==> config.mk <==
export PLATFORM = sky130hd
export DESIGN_NAME = count_event_monitor
export DESIGN_NICKNAME = d
export VERILOG_FILES = /design/src/rtl/count_mon_pkg.sv /design/src/rtl/event_fifo.sv /design/src/rtl/count_event_monitor.sv
export SDC_FILE = /design/constraint.sdc
export NUM_CORES = 1
export LEC_CHECK = 0
export ABC_CLOCK_PERIOD_IN_PS = 2750
export CAP_MARGIN = 10
export CORE_MARGIN = 2
export CORE_UTILIZATION = 49
export CTS_CLUSTER_DIAMETER = 150
export DETAILED_ROUTE_END_ITERATION = 16
export PLACE_DENSITY = 0.75
export SLEW_MARGIN = 25
export SYNTH_ARGS = -nofsm -noshare
export SYNTH_HDL_FRONTEND = slang
export SYNTH_HIERARCHICAL = 1
export SYNTH_SLANG_ARGS = --single-unit
==> constraint.sdc <==
create_clock -name clk -period 2.75 [get_ports clk]
set_clock_uncertainty 0.05 [all_clocks]
set_input_delay 0.55 -clock clk [delete_from_list [all_inputs] [get_ports clk]]
set_output_delay 0.55 -clock clk [all_outputs]
set_load 0.02 [all_outputs]
==> src/rtl/count_mon_pkg.sv <==
`default_nettype none
// ============================================================================
// Module      : count_mon_pkg
// Description : Shared defaults, event-record bit positions and the packed
//               event record type for the counter event monitor.
// Revision    : 1.0 - initial release
// ============================================================================
package count_mon_pkg;

  // Default width of the sampled counter value.
  localparam int CNT_W_DEFAULT   = 4;
  // Default width of the saturating wrap tally.
  localparam int TALLY_W_DEFAULT = 8;

  // Bit positions of the event flags inside a record {wrap, match, value}.
  localparam int EVT_WRAP_BIT  = CNT_W_DEFAULT + 1;
  localparam int EVT_MATCH_BIT = CNT_W_DEFAULT;

  // Event record at the default counter width.
  typedef struct packed {
    logic                     wrap;
    logic                     match;
    logic [CNT_W_DEFAULT-1:0] value;
  } evt_rec_t;

  // Builds a default-width event record from its fields.
  function automatic evt_rec_t make_evt(input logic                     wrap,
                                        input logic                     match,
                                        input logic [CNT_W_DEFAULT-1:0] value);
    evt_rec_t rec;
    rec.wrap  = wrap;
    rec.match = match;
    rec.value = value;
    return rec;
  endfunction

endpackage
`default_nettype wire

==> src/rtl/event_fifo.sv <==
`default_nettype none
// ============================================================================
// Module      : event_fifo
// Description : Show-ahead synchronous FIFO. Head entry is always visible on
//               dout_o. A push into a full FIFO is accepted only when a pop
//               happens in the same cycle; otherwise it is ignored.
//               DEPTH must be a power of two and at least 2.
// Revision    : 1.0 - initial release
// ============================================================================
module event_fifo
  import count_mon_pkg::*;
#(
  parameter int WIDTH = CNT_W_DEFAULT + 2,
  parameter int DEPTH = 4
) (
  input  logic                     clk,
  input  logic                     reset_n,
  input  logic                     push_i,
  input  logic [WIDTH-1:0]         din_i,
  input  logic                     pop_i,
  output logic [WIDTH-1:0]         dout_o,
  output logic [$clog2(DEPTH):0]   level_o,
  output logic                     full_o,
  output logic                     empty_o
);

  localparam int AW    = $clog2(DEPTH);
  localparam int LVL_W = AW + 1;

  logic [WIDTH-1:0] mem_q [DEPTH];
  logic [AW-1:0]    wr_ptr_q, wr_ptr_d;
  logic [AW-1:0]    rd_ptr_q, rd_ptr_d;
  logic [LVL_W-1:0] level_q,  level_d;
  logic             do_push;
  logic             do_pop;

  // Qualify the requests: pop needs data, push needs room or a concurrent pop.
  always_comb begin
    do_pop  = pop_i & ~empty_o;
    do_push = push_i & (~full_o | do_pop);
  end

  // Pointer and occupancy next-state; pointers wrap naturally at DEPTH.
  always_comb begin
    wr_ptr_d = wr_ptr_q;
    rd_ptr_d = rd_ptr_q;
    level_d  = level_q;
    if (do_push) begin
      wr_ptr_d = wr_ptr_q + AW'(1);
    end
    if (do_pop) begin
      rd_ptr_d = rd_ptr_q + AW'(1);
    end
    case ({do_push, do_pop})
      2'b10:   level_d = level_q + LVL_W'(1);
      2'b01:   level_d = level_q - LVL_W'(1);
      default: level_d = level_q;
    endcase
  end

  // Pointer and occupancy registers.
  always_ff @(posedge clk) begin
    if (!reset_n) begin
      wr_ptr_q <= '0;
      rd_ptr_q <= '0;
      level_q  <= '0;
    end else begin
      wr_ptr_q <= wr_ptr_d;
      rd_ptr_q <= rd_ptr_d;
      level_q  <= level_d;
    end
  end

  // Storage; cleared on reset so the head reads as zero after reset.
  always_ff @(posedge clk) begin
    if (!reset_n) begin
      for (int i = 0; i < DEPTH; i++) begin
        mem_q[i] <= '0;
      end
    end else if (do_push) begin
      mem_q[wr_ptr_q] <= din_i;
    end
  end

  // Status and show-ahead head output, all from registered state.
  always_comb begin
    dout_o  = mem_q[rd_ptr_q];
    level_o = level_q;
    full_o  = (level_q == LVL_W'(DEPTH));
    empty_o = (level_q == '0);
  end

endmodule
`default_nettype wire

==> src/rtl/count_event_monitor.sv <==
`default_nettype none
// ============================================================================
// Module      : count_event_monitor
// Description : Samples a free-running counter every clock, detects wrap
//               (all-ones to zero) and compare-match events, queues them as
//               {wrap, match, value} records and drains them over a
//               valid/ready interface. Keeps a saturating wrap tally and a
//               sticky flag for events lost to a full queue.
// Revision    : 1.0 - initial release
// ============================================================================
module count_event_monitor
  import count_mon_pkg::*;
#(
  parameter int CNT_W   = CNT_W_DEFAULT,
  parameter int DEPTH   = 4,
  parameter int TALLY_W = TALLY_W_DEFAULT
) (
  input  logic                   clk,
  input  logic                   reset_n,
  input  logic [CNT_W-1:0]       cnt_i,
  input  logic                   cmp_en_i,
  input  logic [CNT_W-1:0]       cmp_val_i,
  output logic                   evt_valid_o,
  input  logic                   evt_ready_i,
  output logic [CNT_W+1:0]       evt_data_o,
  output logic [$clog2(DEPTH):0] level_o,
  output logic                   overflow_o,
  output logic [TALLY_W-1:0]     wrap_cnt_o
);

  logic [CNT_W-1:0]   prev_q;
  logic               prev_vld_q;
  logic [TALLY_W-1:0] wrap_cnt_q, wrap_cnt_d;
  logic               overflow_q, overflow_d;

  logic               wrap;
  logic               match;
  logic               push;
  logic               pop;
  logic [CNT_W+1:0]   evt_rec;
  logic               fifo_full;
  logic               fifo_empty;

  // Event detection. A held counter value matches only on the cycle it
  // first appears; the first sample after reset can never be a wrap.
  always_comb begin
    wrap    = prev_vld_q & (prev_q == '1) & (cnt_i == '0);
    match   = cmp_en_i & (cnt_i == cmp_val_i) & (~prev_vld_q | (cnt_i != prev_q));
    push    = wrap | match;
    pop     = evt_valid_o & evt_ready_i;
    evt_rec = {wrap, match, cnt_i};
  end

  // Sample register for the previous counter value.
  always_ff @(posedge clk) begin
    if (!reset_n) begin
      prev_q     <= '0;
      prev_vld_q <= 1'b0;
    end else begin
      prev_q     <= cnt_i;
      prev_vld_q <= 1'b1;
    end
  end

  // Tally and loss-flag next-state: tally saturates, overflow is sticky and
  // set only when a push meets a full queue with no pop to make room.
  always_comb begin
    wrap_cnt_d = wrap_cnt_q;
    overflow_d = overflow_q;
    if (wrap && (wrap_cnt_q != '1)) begin
      wrap_cnt_d = wrap_cnt_q + TALLY_W'(1);
    end
    if (push && fifo_full && !pop) begin
      overflow_d = 1'b1;
    end
  end

  // Tally and loss-flag registers.
  always_ff @(posedge clk) begin
    if (!reset_n) begin
      wrap_cnt_q <= '0;
      overflow_q <= 1'b0;
    end else begin
      wrap_cnt_q <= wrap_cnt_d;
      overflow_q <= overflow_d;
    end
  end

  event_fifo #(
    .WIDTH (CNT_W + 2),
    .DEPTH (DEPTH)
  ) u_event_fifo (
    .clk     (clk),
    .reset_n (reset_n),
    .push_i  (push),
    .din_i   (evt_rec),
    .pop_i   (pop),
    .dout_o  (evt_data_o),
    .level_o (level_o),
    .full_o  (fifo_full),
    .empty_o (fifo_empty)
  );

  // Output drive; valid comes from registered occupancy only.
  always_comb begin
    evt_valid_o = ~fifo_empty;
    overflow_o  = overflow_q;
    wrap_cnt_o  = wrap_cnt_q;
  end

endmodule
`default_nettype wire

==> results_dict.tcl <==
set metrics [dict create \
    final_common_cell "clkdlybuf4s50_1" \
    tightest_slew_ns 0.402 \
    start_kind "input pin" \
    top_area_cells_in_the_synthesized_netlist "edfxtp_1 (32%), dfxtp_1 (21%), mux4_2 (6.1%)" \
    cts_post_setup_buffers_inserted 0 \
    clock_sink_count 47 \
    hold_viol_final 0 \
    n_fill_cell 342 \
    leakagePower_nw 1.08 \
    r2r.worst_path.cells 10 \
    final.setup.tns_ns 0 \
    place_congestion 0.804 \
    cts.reportedPaths.clkPinSlew_ns 0.08 \
    htreeDepth 2 \
    ys.warnings.count 6 \
    worst_ir_drop_vdd_mv 0.210 \
    synth_enable_flop_cells 24 \
    ys_seq_elements 47 \
    post-route-cell-area_mm2 0.00285 \
    maximum_number_of_pins_on_one_net_before_global_route_repair 17 \
    grt_overflow 0 \
    die-height_um 71.4 \
    fin_crit_sh_pct 96.5 \
    cp.arrival_ns 2.84 \
    register_area_mm2 0.00118 \
    grt_use_total_pct 18.7 \
    rsz0062_at_grt "no" \
    portBuffers 30 \
    max-clock-path-buffers 2 \
    cts.root.buffer_cell "clkbuf_8" \
    timing.critical_path.required_ns 2.94 \
    antenna_violating_nets_post_route 0 \
    fp.coreArea_mm2 0.00435 \
    num_vias 1603 \
    critical_path_peak_fanout 3 \
    critPathCaptureType "register" \
    detailedPlacementHpwl_um 3170 \
    rows 24 \
    detail_route.iter0.violations 134 \
    grt_antenna_before_repair 0 \
    synth-async-reset-ratio_pct 0 \
    cts_tree "built" \
    whs_ns 0.455 \
    initial_utilization_pct 51.1 \
    worstSetupPathType "input pin to register" \
    detail_route.wl_per_cell_um 14.3 \
    first_global_vias 1545 \
    antennaDiodeCount 0 \
    yosysSeqAreaShare_pct 53.1 \
    io_pins 31 \
    status "finished, final reports clean" \
    setup-violations-final 0 \
    cts_buffers 5 \
    synth.largest_area_cell "edfxtp_1" \
    chipWidth_um 71.4 \
    syn_avg_cell_area_um2 11.1 \
    route.final.wire_length_um 4400 \
    max_freq_mhz 377 \
    layout.cells.most_common_list "clkdlybuf4s50_1 (26), nor2_1 (24), edfxtp_1 (24)" \
    route.detailed.drc 0 \
    flow.area_growth_from_synthesis_pct 27.9 \
    min_delay_path_depth 2 \
    post_route_cells_drive_above_1_share_pct 21.1 \
    fraction_of_synthesized_cell_area_taken_by_the_top_area_cell_type_pct 32.4 \
    post_synthesis_cell_area_mm2 0.00223 \
    worst_hold_class "register to register" \
    grt_first_pass_wirelength_um 7330 \
    max-cap-violations 0 \
    totalPowerFinal_mw 1.28 \
    detail_route.vias_per_cell 5.20 \
    insertion_delay_ns 0.30 \
    synth_top_flop_cell "edfxtp_1" \
    synth_cell_type_count 45 \
    design.die.area_mm2 0.00510 \
    place_area_mm2 0.00274 \
    power_density_mw_per_mm2 448 \
    synth_nets 215 \
    multi_input_comb_area_um2 982 \
    finalMaxSlewViolations 0 \
    postSynthCellCount 201 \
    design.final.nets 269 \
    max-slew-margin-rel_pct 72.5 \
    detail_route.first_pass.iterations 4 \
    post-route-min-period_ns 2.65 \
]
[cells in the mapped netlist, types with 3 or more instances]
cell / instances
nand2b_1: 3
o21ai_0: 8
a21oi_1: 5
xor2_1: 6
xnor2_1: 4
inv_1: 17
nor2_1: 24
edfxtp_1: 24
or3_1: 4
mux2i_1: 3
nand2_1: 10
mux4_2: 6
nand3_1: 4
nor3_1: 9
and2_1: 12
nand2b_4: 3
clkbuf_1: 3
dfxtp_1: 23
[path summary, 6_finish.rpt]
check | start | end | slack, ns
max reg2reg | prev_q[3] | u_event_fifo/level_o[1] | 0.20
max | cnt_i[1] | u_event_fifo/level_o[1] | 0.1
min reg2reg | wrap_cnt_o[5] | wrap_cnt_o[5] | 0.45
min | wrap_cnt_o[5] | wrap_cnt_o[5] | 0.45
[per-layer routing]
| layer | global-route usage, % | vias up | share of wire [%] |
|---|---|---|---|
| met3 | 4.78 | 4 | 3.7 |
| li1 | - | 817 | - |
| met5 | 0 | - | 0 |
| met1 | 22.4 | 757 | 43 |
| met4 | 6.92 | 0 | 1.3 |
| met2 | 32.6 | 25 | 52 |
[report_power, final]
group	internal, mW	switching [mW]	total, mW
combinational	0.0569	0.0511	0.108
sequential	0.754	0.00878	0.763
clock	0.178	0.227	0.405
[flip-flops by register name (all words and copies together) (netlist names), named ones only]
name and cells:
overflow_o 1, prev_q 4, prev_vld_q 1, u_event_fifo/level_o 3
u_event_fifo/mem_q 24, u_event_fifo/rd_ptr_q 2, u_event_fifo/wr_ptr_q 2, wrap_cnt_o 8
[cell type report]
class / instances / area share, %
sequential: 47 / 41.5
multi-input combinational: 131 / 34.5
timing repair buffer: 53 / 16.5
clock buffer: 6 / 2.55
tap: 52 / 2.28
inverter: 17 / 2.24
clock inverter: 2 / 0.439
[kinds of logic (layout without fill, tap and decap cells)]
group,after synthesis,count (layout),synth area share [%]
AO/OA/AOI/OAI,26,26,7.93
XOR/XNOR,10,10,3.93
adder cells (fa/ha/maj),2,2,1.46
buffers and inverters,23,78,4.27
flip-flops,47,47,53.1
multiplexers,9,9,7.42
AND/OR/NAND/NOR,84,84,21.9
[critical path, cell delays in order]
cell,delay [ns]
dlygate4sd2_1,0.23
nand2b_4,0.13
nand4_1,0.08
or3_1,0.36
and3_4,0.16
or2_1,0.22
nand2b_4,0.15
fa_2,0.49
a211oi_2,0.23
o21ai_1,0.10
a21oi_1,0.12
[what timing repair did]
item                                    CTS  global route
pin swaps                                 3             6
endpoints found under the setup margin   15             4
hold buffers                              0             0
gates resized for setup                  10             8
[stage by stage]
stage,util [%],std cells,worst slack [ns]
final,65.4,308,0.0950
after global routing,65.4,308,0.0180
after CTS,65.3,308,0.0708
after detailed placement,62.9,300,-0.495
after global placement,62.9,300,-0.396
after floorplan,-,201,0.0121
No activity file was read; power rests on OpenSTA's default activity.
